[config.mk]
export PLATFORM = sky130hd
export DESIGN_NAME = median_result_writer
export DESIGN_NICKNAME = d
export VERILOG_FILES = /design/src/rtl/median_result_writer_pkg.sv /design/src/rtl/median_result_writer_bit_packer.sv /design/src/rtl/median_result_writer.sv
export SDC_FILE = /design/constraint.sdc
export NUM_CORES = 1
export LEC_CHECK = 0
export CORE_AREA = 2 2 108 110
export DETAILED_ROUTE_END_ITERATION = 6
export DIE_AREA = 0 0 110 112
export SETUP_SLACK_MARGIN = 0.05
export SYNTH_ARGS = -nofsm -noshare
export SYNTH_HDL_FRONTEND = slang
export SYNTH_SLANG_ARGS = --single-unit
[constraint.sdc]
create_clock -name clk -period 4.1 [get_ports clk]
set_clock_uncertainty 0.1 [all_clocks]
set_input_delay 0.82 -clock clk [delete_from_list [all_inputs] [get_ports clk]]
set_output_delay 0.82 -clock clk [all_outputs]
set_load 0.1 [all_outputs]
[src/rtl/median_result_writer_pkg.sv]
// Shared filter constants, FSM states and the write-request record used by the
// median result writer.
package median_result_writer_pkg;

  localparam int IMAGE_WIDTH   = 240;
  localparam int IMAGE_HEIGHT  = 180;
  localparam int WINDOW_SIZE   = 3;
  localparam int OUT_W         = IMAGE_WIDTH - WINDOW_SIZE + 1;
  localparam int OUT_H         = IMAGE_HEIGHT - WINDOW_SIZE + 1;
  localparam int TOTAL_RESULTS = OUT_W * OUT_H;
  localparam int NUM_BYTES     = (TOTAL_RESULTS + 7) / 8;
  localparam int ADDR_W        = 13;

  typedef enum logic [1:0] {
    IDLE  = 2'd0,
    RUN   = 2'd1,
    FLUSH = 2'd2,
    DONE  = 2'd3
  } wr_state_t;

  typedef struct packed {
    logic [ADDR_W-1:0] addr;
    logic [7:0]        data;
  } wr_req_t;

endpackage

[src/rtl/median_result_writer_bit_packer.sv]
// Collects one result bit per strobe into a byte, LSB first; flags the 8th bit.
module bit_packer (
  input  logic       clk,
  input  logic       reset,
  input  logic       clear,
  input  logic       shiftEn,
  input  logic       bitIn,
  output logic [7:0] byteOut,
  output logic       byteDone,
  output logic [7:0] partial
);

  logic [7:0] packReg;
  logic [2:0] bitCnt;

  // byteOut is the byte including this cycle's bit, so a completed byte can
  // be captured on the same edge that takes its last bit.
  always_comb begin
    byteOut         = packReg;
    byteOut[bitCnt] = bitIn;
    byteDone        = shiftEn && (bitCnt == 3'd7);
  end

  assign partial = packReg;

  always_ff @(posedge clk or negedge reset) begin
    if (!reset) begin
      packReg <= '0;
      bitCnt  <= '0;
    end else if (clear) begin
      packReg <= '0;
      bitCnt  <= '0;
    end else if (shiftEn) begin
      packReg <= byteDone ? 8'h00 : byteOut;
      bitCnt  <= bitCnt + 3'd1;
    end
  end

endmodule

[src/rtl/median_result_writer.sv]
// Packs median filter results column-major into bytes and issues byte writes
// through a single holding register with ready/enable handshake.
module median_result_writer
  import median_result_writer_pkg::*;
#(
  parameter int IMAGEWIDTH  = IMAGE_WIDTH,
  parameter int IMAGEHEIGHT = IMAGE_HEIGHT,
  parameter int WINDOWSIZE  = WINDOW_SIZE,
  parameter int OUTW        = IMAGEWIDTH - WINDOWSIZE + 1,
  parameter int OUTH        = IMAGEHEIGHT - WINDOWSIZE + 1
) (
  input  logic              clk,
  input  logic              reset,
  input  logic              start,
  input  logic              medianValid,
  input  logic              medianData,
  output logic              wrEn,
  output logic [ADDR_W-1:0] wrAddr,
  output logic [7:0]        wrData,
  input  logic              wrReady,
  output logic [7:0]        xOut,
  output logic [7:0]        yOut,
  output logic              writeDone,
  output logic              overflowErr
);

  localparam int         TOTAL = OUTW * OUTH;
  localparam bit         PAD   = (TOTAL % 8) != 0;
  localparam logic [7:0] XLAST = 8'(OUTW - 1);
  localparam logic [7:0] YLAST = 8'(OUTH - 1);

  wr_state_t         state, nextState;
  wr_req_t           hold;
  logic [ADDR_W-1:0] byteIdx;
  logic              padPending;
  logic              take, lastTake, accept, canLoad, byteDone;
  logic [7:0]        packedByte, partialByte;

  assign take     = (state == RUN) && medianValid;
  assign lastTake = take && (xOut == XLAST) && (yOut == YLAST);
  assign accept   = wrEn && wrReady;
  assign canLoad  = !wrEn || wrReady;

  assign wrAddr    = hold.addr;
  assign wrData    = hold.data;
  assign writeDone = (state == DONE);

  bit_packer uPacker (
    .clk      (clk),
    .reset    (reset),
    .clear    (!start),
    .shiftEn  (take),
    .bitIn    (medianData),
    .byteOut  (packedByte),
    .byteDone (byteDone),
    .partial  (partialByte)
  );

  always_ff @(posedge clk or negedge reset) begin
    if (!reset) state <= IDLE;
    else        state <= nextState;
  end

  always_comb begin
    nextState = state;
    case (state)
      IDLE:    if (start) nextState = RUN;
      RUN:     if (lastTake) nextState = FLUSH;
      // Done once nothing remains to pad and the holding register drains.
      FLUSH:   if (!padPending && canLoad) nextState = DONE;
      DONE:    nextState = DONE;
      default: nextState = IDLE;
    endcase
    if (!start) nextState = IDLE;
  end

  always_ff @(posedge clk or negedge reset) begin
    if (!reset) begin
      xOut        <= '0;
      yOut        <= '0;
      byteIdx     <= '0;
      wrEn        <= 1'b0;
      hold        <= '0;
      overflowErr <= 1'b0;
      padPending  <= 1'b0;
    end else if (!start) begin
      xOut        <= '0;
      yOut        <= '0;
      byteIdx     <= '0;
      wrEn        <= 1'b0;
      hold        <= '0;
      overflowErr <= 1'b0;
      padPending  <= 1'b0;
    end else begin
      if (accept) wrEn <= 1'b0;

      // Coordinates park on the last result instead of wrapping past the frame.
      if (take && !lastTake) begin
        if (yOut == YLAST) begin
          yOut <= '0;
          xOut <= xOut + 8'd1;
        end else begin
          yOut <= yOut + 8'd1;
        end
      end

      if (lastTake) padPending <= PAD;

      // The byte index advances even when the byte is dropped, keeping later
      // addresses aligned with their result positions.
      if (byteDone) begin
        byteIdx <= byteIdx + ADDR_W'(1);
        if (canLoad) begin
          wrEn      <= 1'b1;
          hold.addr <= byteIdx;
          hold.data <= packedByte;
        end else begin
          overflowErr <= 1'b1;
        end
      end

      if ((state == FLUSH) && padPending && canLoad) begin
        wrEn       <= 1'b1;
        hold.addr  <= byteIdx;
        hold.data  <= partialByte;
        padPending <= 1'b0;
      end
    end
  end

endmodule
# Word-level counts from Yosys, hierarchy flattened
# Index checks and enable logic that the tools add are counted.
# totals
regBits	66
out_inout_bits	40
# op_classes
add_sub_neg	4
magnitude_cmp	2
n_eq_ne	16
n_reduce_logical	19
n_mux	35
# ops
operator	count
21-bit 2-to-1 mux	4
8-bit 2-to-1 mux	9
13-bit 2-to-1 mux	2
8-bit by 1-bit adder with 8-bit output, second input constant	2
8-bit equality test, second input constant	2
13-bit by 1-bit adder with 13-bit output, second input constant	1
1-bit 2-to-1 mux	12
1-bit logical AND	10
3-bit by 1-bit != test with 1-bit output, second input constant	3
8-bit bitwise mux	1
2-bit by 1-bit != test with 1-bit output, second input constant	4
2-bit case mux with 4 select lines	1
2-bit AND reduction	4
2-bit 2-to-1 mux	3
3-bit 2-to-1 mux	2
3-bit != test, second input constant	2
2-bit equality test, second input constant	2
3-bit by 4-bit < comparator with 1-bit output, second input constant	1
3-bit by 1-bit adder with 3-bit output, second input constant	1
1-bit demux with 3-bit select	1
3-bit equality test, second input constant	1
3-bit by 1-bit greater-or-equal comparator with 1-bit output, second input constant	1
1-bit zero test	3
2-bit by 1-bit equality test with 1-bit output, second input constant	1
3 further kinds	3

# Longest topological paths before layout
# Gate-level depths: netlist of run 1.
# depth
depth_word	9
ltp_mapped	7
depth_no_buf	6

# By module
# From an unflattened synthesis of run 1, not the netlist that was laid out.
# hier_totals
cells_unflattened	352
area_unflattened_um2	3390.8
# by_module_without_submodules
mod	area_per_inst_um2	cells_each	instances
median_result_writer	2676.3	279	1
bit_packer	714.4	73	1

# Worst setup path after synthesis of run 1
# Ideal clock, no wire load.
# synth_path
kind	reg-to-reg
from	register yOut[0]
to	register xOut[3]
arrival_ps	2426
path_stages_with_launch	7
setup_slack_ps	1455
setup_ps	119
path_buffers	1
cell_sequence	dfrtp_1 > ha_1 > or3b_4 > or2_1 > buf_6 > o31a_1 > o21a_1
# synth_via
elab_chain_cells	6
elab_cells_between_ends	7
classes_between	eq/ne (3); reduce/logical (4)
# synth_lines
element	line_no	rtl
start, declared	median_result_writer.sv:22	output logic [7:0] yOut,
start signal, assigned	median_result_writer.sv:103	yOut <= yOut + 8'd1;
8-bit equality test *	median_result_writer.sv:40, median_result_writer.sv:99	
1-bit logical AND	median_result_writer.sv:40	assign lastTake = take && (xOut == XLAST) && (yOut == YLAST);
1-bit zero test	median_result_writer.sv:98	if (take && !lastTake) begin
1-bit logical AND	median_result_writer.sv:98	
2-bit by 1-bit != test with 1-bit output (no line)	--	
2-bit AND reduction (no line) *	--	
end signal, assigned	median_result_writer.sv:101	xOut <= xOut + 8'd1;
end, declared	median_result_writer.sv:21	output logic [7:0] xOut,
# Every way passes the cells marked *; elsewhere a longest branch is shown, timed or not.
# A chain may end at the register's enable or synchronous reset.

# Final worst setup path of run 1
# layout_path
from	register state[1]
to	output port writeDone
# layout_via
elab_chain_cells	1
# layout_lines
element	line_no	rtl
start, declared	median_result_writer.sv:32	wr_state_t state, nextState;
start signal, assigned	median_result_writer.sv:61	else state <= nextState;
2-bit equality test	median_result_writer.sv:46	assign writeDone = (state == DONE);
end, declared	median_result_writer.sv:23	output logic writeDone,
# Every way passes these cells.

==> impl_metrics.env, run 1 <==
export IMPL_layout_drive_gt1_share=0.110
export IMPL_start_kind="flop"
export IMPL_hold_path_class="in -> async"
export IMPL_final_nets=399
export IMPL_ir_worst_vdd_uv=162
export IMPL_path_cells="and2_1 > clkdlybuf4s50_1"
export IMPL_final_hold_viol_count=0
export IMPL_grt_total_usage=0.138
export IMPL_swShare=0.231
export IMPL_ys_top_cells_by_area="dfrtp_1 (49%), mux2_2 (4.3%), nor2_1 (3.1%)"
export IMPL_yosysSeqAreaShare=0.489
export IMPL_wl_um=7880
export IMPL_crit_path_max_incr_delay_ps=1140
export IMPL_first_iter_violations=153
export IMPL_p_leak_nw=1.77
export IMPL_internal_power_mw=1.15
export IMPL_port_buffers=45
export IMPL_power_density_nw_per_um2=351
export IMPL_drt_pass1_iter_count=4
export IMPL_p_seq_frac=0.443
export IMPL_cts_sinks=66
export IMPL_p_switching_uw=346
export IMPL_end_kind="output pin"
export IMPL_post_cts_buffers=0
export IMPL_max_slew_margin=0.346
export IMPL_regArea_um2=1650
export IMPL_clock_path_buffers=2
export IMPL_syn_nets=357
export IMPL_critPathMaxFanout=8
export IMPL_max_cap_violations=0
export IMPL_final_min_clock_period_ps=2990
export IMPL_r2r_cells=8
export IMPL_hpwl_um=5640
export IMPL_yosys_top_cells_count="dfrtp_1 (66), nor2_1 (28), inv_1 (24)"
export IMPL_async_flop_share=1.00
export IMPL_cts_tree="done"
export IMPL_fmax_mhz=335
export IMPL_ys_flop_type="dfrtp_1"
export IMPL_syn2layout_area_growth_pct=26.4
export IMPL_fill_cells=1125
export IMPL_postLayoutCoreUtil=0.382
export IMPL_io_pins=46
export IMPL_power_frac_clock=0.509
export IMPL_cts_clk_slew_worst_paths_ps=50
export IMPL_start_util=0.302
export IMPL_multi_input_area_um2=1540
export IMPL_cp_depth=2
export IMPL_crit_arrival_ps=2070
export IMPL_ctsRootBufferMaster="clkbuf_16"
export IMPL_fin_crit_sh=0.729
export IMPL_rows=39
export IMPL_dieWidth_um=110
export IMPL_crit_family="buffers and inverters"
export IMPL_power_share_combinational=0.048
export IMPL_routed_via_count=2666
export IMPL_worstSetupPathType="reg -> out"
export IMPL_setup_viol=0
export IMPL_rsz0062_at_grt="no"
export IMPL_grt_max_degree=50
export IMPL_drc=0
export IMPL_yosys_warnings=0
export IMPL_gr_total_overflow=0
export IMPL_die_area_um2=12300
export IMPL_synth_edf_count=0
export IMPL_synth_cell_types=48
export IMPL_grt_pass1_vias=2686
export IMPL_vias_per_cell=4.99
export IMPL_grt_pass1_wl_um=13400
export IMPL_slew_violations=0
export IMPL_cp_required_ps=3180
export IMPL_holdBufCountCts=0
export IMPL_cts_resized=0
export IMPL_status="completed"
export IMPL_ys_seq_elements=66
export IMPL_synth_top_area_frac=0.489
export IMPL_slowest_stage="clkdlybuf4s50_1"
export IMPL_antenna_found_initial=0
export IMPL_ctsHtreeMaxLevel=3
export IMPL_syn_avg_cell_area_um2=9.81
export IMPL_post_drt_wl_per_cell_um=14.8
export IMPL_worst_pin_slew_ps=979
export IMPL_core_area_um2=11200
export IMPL_reg2reg_slack_ps=1520
export IMPL_cts_buffers=9
export IMPL_synth_most_common_cell="dfrtp_1"
export IMPL_postSynthCellCount=344
export IMPL_crit_buf_inv=1
export IMPL_antenna_cells=0
export IMPL_clock_latency_ps=330
export IMPL_gp_congestion=0.793
export IMPL_syn_area_um2=3370
export IMPL_yosys_area_top_type="dfrtp_1"
export IMPL_ant_nets=0
export IMPL_chipHeight_um=112
export IMPL_fin_tns_setup_ps=0
==> worst paths after layout <==
kind | startpoint | endpoint
setup / recovery | state[1] | writeDone
setup reg to reg | uPacker.bitCnt[1] | wrAddr[12]
max in group asynchronous | reset | byteIdx[2]
min in group clk | overflowErr | overflowErr
hold reg to reg | overflowErr | overflowErr
hold / removal | reset | xOut[5]
==> per-layer routing <==
metal | track usage | routed length [um] | vias up
li1 | - | - | 1301
met1 | 0.186 | 3610 | 1298
met2 | 0.216 | 3870 | 58
met3 | 0.0351 | 322 | 9
met4 | 0.0464 | 83 | 0
met5 | 0 | 0 | -
==> flip-flops by register name, indices dropped and copies added (netlist names) <==
signal           cells
wrEn                 1
byteIdx             13
overflowErr          1
wrData               8
state                2
uPacker.partial      8
xOut                 8
wrAddr              13
padPending           1
uPacker.bitCnt       3
yOut                 8
==> final cells by class <==
type | count | area share
flip-flops and latches | 66 | 0.387
repair buffers | 53 | 0.118
well taps | 143 | 0.0419
clock buffers | 9 | 0.0528
multi-input cells | 232 | 0.360
inverters | 24 | 0.0211
clock inverters | 7 | 0.0182
==> metrics by stage <==
step | cell area [um2] | power (mW) | worst slack, ps | hold WS, ps | instances
after floorplan | 3370 | 0.715 | 1450 | 413 | 344
after global placement | 3960 | 0.747 | 1240 | 382 | 518
after detailed placement | 3960 | 0.748 | 1210 | 383 | 518
after CTS | 4270 | 1.52 | 1100 | 333 | 534
after global routing | 4270 | 1.56 | 1030 | 344 | 534
final | 4270 | 1.50 | 1110 | 321 | 534
==> cells by family after synthesis <==
| group | share of synthesized area |
|---|---|
| DFF | 0.489 |
| adders and majority gates | 0.0260 |
| xor gates and xnor gates | 0.0363 |
| AOI/OAI and AO/OA | 0.108 |
| and+or+nand+nor | 0.212 |
| muxes | 0.0730 |
| buffers and inverters | 0.0549 |
==> placed cells by master (no fill, tap or decap), types with 8 or more instances in the layout <==
| cell | instances |
|---|---|
| nor3_1 | 11 |
| o21ai_0 | 13 |
| nand4_1 | 16 |
| inv_1 | 24 |
| clkbuf_16 | 9 |
| nand2_1 | 23 |
| dfrtp_1 | 66 |
| buf_4 | 8 |
| nor2_1 | 28 |
| a21oi_1 | 9 |
| mux2i_1 | 10 |
| xnor2_1 | 10 |
| mux2_2 | 13 |
| nand3_1 | 12 |
| clkdlybuf4s50_1 | 44 |
==> power by group through the flow <==
stage / sequential (mW) / clock (mW) / combinational (mW)
finish: 0.662 / 0.762 / 0.0726
global route: 0.663 / 0.812 / 0.0808
global placement: 0.674 / 0 / 0.0733
detailed placement: 0.674 / 0 / 0.0743
floorplan: 0.679 / 0 / 0.0358
CTS: 0.662 / 0.783 / 0.0745
No activity file was read; power rests on OpenSTA's default activity.
==> run 2, diff against run 1 <==
clock period = 3.1 ns   (was 4.1 ns; I/O delays follow)
==> impl_metrics.env, run 2 (synthesis results as in run 1) <==
export IMPL_status="completed"
export IMPL_slew_violations=0
export IMPL_ant_nets=0
export IMPL_vias_per_cell=5.06
export IMPL_crit_buf_inv=0
export IMPL_slowest_stage="dfrtp_1"
export IMPL_first_iter_violations=148
export IMPL_grt_max_degree=39
export IMPL_antenna_found_initial=0
export IMPL_dieWidth_um=110
export IMPL_worstSetupPathType="reg -> reg"
export IMPL_p_seq_frac=0.420
export IMPL_holdBufCountCts=0
export IMPL_antenna_cells=0
export IMPL_grt_total_usage=0.138
export IMPL_rr_endpoint="wrData[0]"
export IMPL_start_util=0.302
export IMPL_setup_viol=0
export IMPL_wl_um=7930
export IMPL_hold_path_class="in -> async"
export IMPL_final_cell_mix="dfrtp_1 (66), buf_4 (51), nor2_1 (28), inv_1 (24), nand2_1 (23)"
export IMPL_p_switching_uw=476
export IMPL_drt_pass1_iter_count=4
export IMPL_rsz0062_at_grt="no"
export IMPL_end_kind="flop"
export IMPL_chipHeight_um=112
export IMPL_final_hold_viol_count=0
export IMPL_clock_path_buffers=2
export IMPL_die_area_um2=12300
export IMPL_cp_common_cell="ha_1"
export IMPL_cts_sinks=66
export IMPL_final_common_cell="dfrtp_1"
export IMPL_ir_worst_vdd_uv=245
export IMPL_routed_via_count=2721
export IMPL_port_buffers=45
export IMPL_fin_crit_sh=0.740
export IMPL_final_area_um2=4230
export IMPL_hpwl_um=5580
export IMPL_internal_power_mw=1.61
export IMPL_cts_tree="done"
export IMPL_cts_resized=0
export IMPL_worst_pin_slew_ps=683
export IMPL_fin_tns_setup_ps=0
export IMPL_power_frac_clock=0.531
export IMPL_ctsRootBufferMaster="clkbuf_16"
export IMPL_post_cts_buffers=0
export IMPL_timing_rr_start="uPacker.bitCnt[0]"
export IMPL_critPathMaxFanout=10
export IMPL_crit_path_max_incr_delay_ps=550
export IMPL_crit_arrival_ps=2420
export IMPL_cts_buffers=9
export IMPL_syn2layout_area_growth_pct=25.4
export IMPL_power_density_nw_per_um2=493
export IMPL_core_area_um2=11200
export IMPL_layout_drive_gt1_share=0.220
export IMPL_rows=39
export IMPL_final_min_clock_period_ps=2290
export IMPL_p_leak_nw=1.89
export IMPL_ctsHtreeMaxLevel=3
export IMPL_placed_area_um2=3910
export IMPL_reg2reg_slack_ps=810
export IMPL_max_slew_margin=0.544
export IMPL_clock_latency_ps=340
export IMPL_power_share_combinational=0.049
export IMPL_crit_family="simple AND/OR/NAND/NOR gates"
export IMPL_post_drt_wl_per_cell_um=14.7
export IMPL_final_nets=403
export IMPL_drc=0
export IMPL_max_cap_violations=0
export IMPL_io_pins=46
export IMPL_grt_pass1_vias=2717
export IMPL_r2r_cells=6
export IMPL_path_cells="ha_1 > ha_1 > nand4b_1 > nand2_1 > nand3_1 > o32ai_1"
export IMPL_start_kind="flop"
export IMPL_swShare=0.228
export IMPL_cp_required_ps=3230
export IMPL_cts_clk_slew_worst_paths_ps=60
export IMPL_fmax_mhz=436
export IMPL_grt_pass1_wl_um=13300
export IMPL_gp_congestion=0.824
export IMPL_gr_total_overflow=0
-- run 2: cell count changes in the layout (fill, tap and decap cells not counted) --
cell and change:
clkinvlp_4 -1, buf_12 +1, clkdlybuf4s50_1 -40, inv_6 +2, bufinv_16 +1, buf_4 +43, clkinv_4 -2
-- run 2: final cells by class --
cell class	instances	area, um2
fill	1105	6940
sequential	66	1650
multi-input combinational	232	1540
timing repair buffer	57	448
clock buffer	9	225
tap	143	179
clock inverter	7	100
inverter	24	90.1
-- run 2: power groups by stage --
stage	Clock, mW	Sequential [mW]	Combinational [mW]
after floorplan	0	0.898	0.0473
after global placement	0	0.891	0.104
after detailed placement	0	0.892	0.105
after CTS	1.13	0.876	0.105
after global routing	1.16	0.877	0.115
final	1.11	0.876	0.103
-- run 2: worst max path at each step --
stage	start	to	cells after the start
5_1_grt	medianValid	xOut[1]	5
3_5_place_dp	medianValid	xOut[1]	5
4_1_cts	uPacker.bitCnt[1]	wrData[0]	6
2_1_floorplan	yOut[0]	xOut[3]	6
6_report	uPacker.bitCnt[0]	wrData[0]	6
3_3_place_gp	medianValid	xOut[1]	5
-- run 2: metrics by stage --
| stage | util | setup WS (ps) | power [mW] | instances | hold slack [ps] |
|---|---|---|---|---|---|
| 6_report | 0.379 | 807 | 2.09 | 538 | 222 |
| 3_5_place_dp | 0.350 | 489 | 0.997 | 522 | 406 |
| 2_1_floorplan | - | 455 | 0.945 | 344 | 224 |
| 4_1_cts | 0.379 | 802 | 2.11 | 538 | 247 |
| 3_3_place_gp | 0.350 | 536 | 0.995 | 522 | 396 |
| 5_1_grt | 0.379 | 562 | 2.15 | 538 | 289 |
-- run 2: routing by layer --
| layer | routed length [um] | global-route usage | share of wire | vias to the layer above |
|---|---|---|---|---|
| met5 | 0 | 0 | 0 | - |
| met4 | 172 | 0.0624 | 0.022 | 0 |
| met3 | 328 | 0.0263 | 0.041 | 11 |
| met2 | 3710 | 0.217 | 0.47 | 62 |
| met1 | 3720 | 0.183 | 0.47 | 1335 |
| li1 | - | - | - | 1313 |
==> run 3, diff against run 2 <==
clock period = 2.3 ns   (was 3.1 ns; I/O delays follow)
==> impl_metrics.env, run 3 (synthesis results as in run 1) <==
export IMPL_status="completed"
export IMPL_power_total_mw=2.73
export IMPL_drc=0
export IMPL_rsz0062_at_grt="no"
export IMPL_power_density_nw_per_um2=629
export IMPL_rr_endpoint="xOut[4]"
export IMPL_syn2layout_area_growth_pct=28.4
export IMPL_ctsHtreeMaxLevel=3
export IMPL_hold_start="wrAddr[12]"
export IMPL_grt_max_degree=54
export IMPL_grt_pass1_vias=2696
export IMPL_io_pins=46
export IMPL_r2r_cells=6
export IMPL_fin_tns_setup_ps=0
export IMPL_max_slew_margin=0.558
export IMPL_timing_rr_start="yOut[1]"
export IMPL_p_seq_frac=0.432
export IMPL_internal_power_mw=2.07
export IMPL_crit_arrival_ps=2280
export IMPL_rows=39
export IMPL_grt_met3_usage=0.0328
export IMPL_cts_tree="done"
export IMPL_chipHeight_um=112
export IMPL_reg2reg_slack_ps=140
export IMPL_power_frac_clock=0.513
export IMPL_final_common_cell="buf_4"
export IMPL_core_area_um2=11200
export IMPL_crit_family="simple AND/OR/NAND/NOR gates"
export IMPL_final_cell_mix="buf_4 (58), dfrtp_1 (53), nor2_1 (28), inv_1 (23), nand2_1 (23)"
export IMPL_grt_use_met1=0.207
export IMPL_crit_path_max_incr_delay_ps=500
export IMPL_port_buffers=45
export IMPL_dp_cells=531
export IMPL_critPathMaxFanout=7
export IMPL_hold_depth=1
export IMPL_vias_per_cell=5.04
export IMPL_cts_sinks=66
export IMPL_fin_crit_sh=0.939
export IMPL_first_iter_violations=223
export IMPL_setup_viol=0
export IMPL_layout_drive_gt1_share=0.274
export IMPL_cp_required_ps=2420
export IMPL_cts_clk_slew_worst_paths_ps=60
export IMPL_hold_ws_ps=409
export IMPL_p_leak_nw=1.91
export IMPL_worstSetupPathType="reg -> reg"
export IMPL_routed_via_count=2760
export IMPL_start_util=0.302
export IMPL_whs_endpoint="wrAddr[12]"
export IMPL_post_drt_wl_per_cell_um=14.7
export IMPL_hold_path_class="reg -> reg"
export IMPL_start_kind="flop"
export IMPL_final_hold_viol_count=0
export IMPL_fill_cells=1115
export IMPL_clock_path_buffers=2
export IMPL_grt_pass1_wl_um=13600
export IMPL_cts_buffers=9
export IMPL_final_nets=413
export IMPL_ant_nets=0
export IMPL_p_switching_uw=659
export IMPL_met2_usage=0.205
export IMPL_slew_violations=0
export IMPL_fmax_mhz=463
export IMPL_final_instance_count_excl_fill=548
export IMPL_final_min_clock_period_ps=2160
export IMPL_gr_total_overflow=0
export IMPL_swShare=0.242
export IMPL_wl_um=8060
export IMPL_die_area_um2=12300
export IMPL_hpwl_um=5660
export IMPL_clock_latency_ps=330
export IMPL_grt_total_usage=0.142
export IMPL_top_usage_layer="met1"
export IMPL_antenna_cells=0
export IMPL_gp_congestion=0.796
export IMPL_antenna_found_initial=0
export IMPL_path_cells="inv_2 > ha_1 > or3b_4 > or2_1 > o31a_1 > o21a_1"
export IMPL_max_cap_violations=0
export IMPL_drt_pass1_iter_count=4
export IMPL_dieWidth_um=110
export IMPL_power_share_combinational=0.056
export IMPL_crit_buf_inv=1
export IMPL_ctsRootBufferMaster="clkbuf_16"
export IMPL_worst_pin_slew_ps=658
export IMPL_slowest_stage="dfrtp_4"
export IMPL_ir_worst_vdd_uv=333
export IMPL_post_cts_buffers=0
export IMPL_end_kind="flop"
[run 3: changes by cell type in the layout (fill, tap and decap cells not counted), sizes merged]
cell	before	now
bufinv	2	1
clkinv	2	1
clkinvlp	0	2
buf	53	62
dlygate4sd3	0	1
[run 3: power groups by stage]
stage | clock network, mW | registers [mW] | logic [mW]
floorplan | 0 | 1.21 | 0.0638
global placement | 0 | 1.20 | 0.151
detailed placement | 0 | 1.20 | 0.154
CTS | 1.43 | 1.18 | 0.156
global route | 1.47 | 1.18 | 0.169
finish | 1.40 | 1.18 | 0.152
[run 3: area by class of cell]
type	count	area, um2	area share
clock inverter	7	76.3	0.0176
clock buffer	9	225	0.0520
inverter	24	90.1	0.0208
timing repair buffer	67	551	0.127
multi-input combinational	232	1540	0.355
tap	143	179	0.0413
sequential	66	1670	0.386
[run 3: repair_timing]
item / 4_1_cts / 5_1_grt
gates resized for setup: 0 / 2
hold buffers: 1 / 0
setup endpoints to repair: 0 / 10
endpoints found under the hold margin: 13 / 0
[run 3: per-layer routing]
metal	vias to the layer above	wire length, um	share of wire
met5	-	0	0
met4	0	21	0.0026
met3	2	303	0.038
met2	55	3700	0.46
met1	1374	4040	0.50
li1	1329	-	-
[run 3: worst max-delay path by stage]
| stage | end | start | slack [ps] | cells past startpoint |
|---|---|---|---|---|
| 6_report | xOut[4] | yOut[1] | 140 | 6 |
| 5_1_grt | xOut[7] | yOut[1] | 60 | 6 |
| 4_1_cts | xOut[4] | yOut[1] | 140 | 6 |
| 3_5_place_dp | wrAddr[11] | medianValid | 9 | 5 |
| 3_3_place_gp | wrAddr[8] | medianValid | 40 | 5 |
| 2_1_floorplan | xOut[3] | yOut[1] | 70 | 7 |
[run 3: per-stage QoR]
stage	area [um2]	util	setup slack, ps
global placement	4020	0.360	42.3
finish	4330	0.388	140
CTS	4330	0.388	141
global route	4330	0.388	56.7
floorplan	3390	-	65.2
detailed placement	4020	0.360	9.17
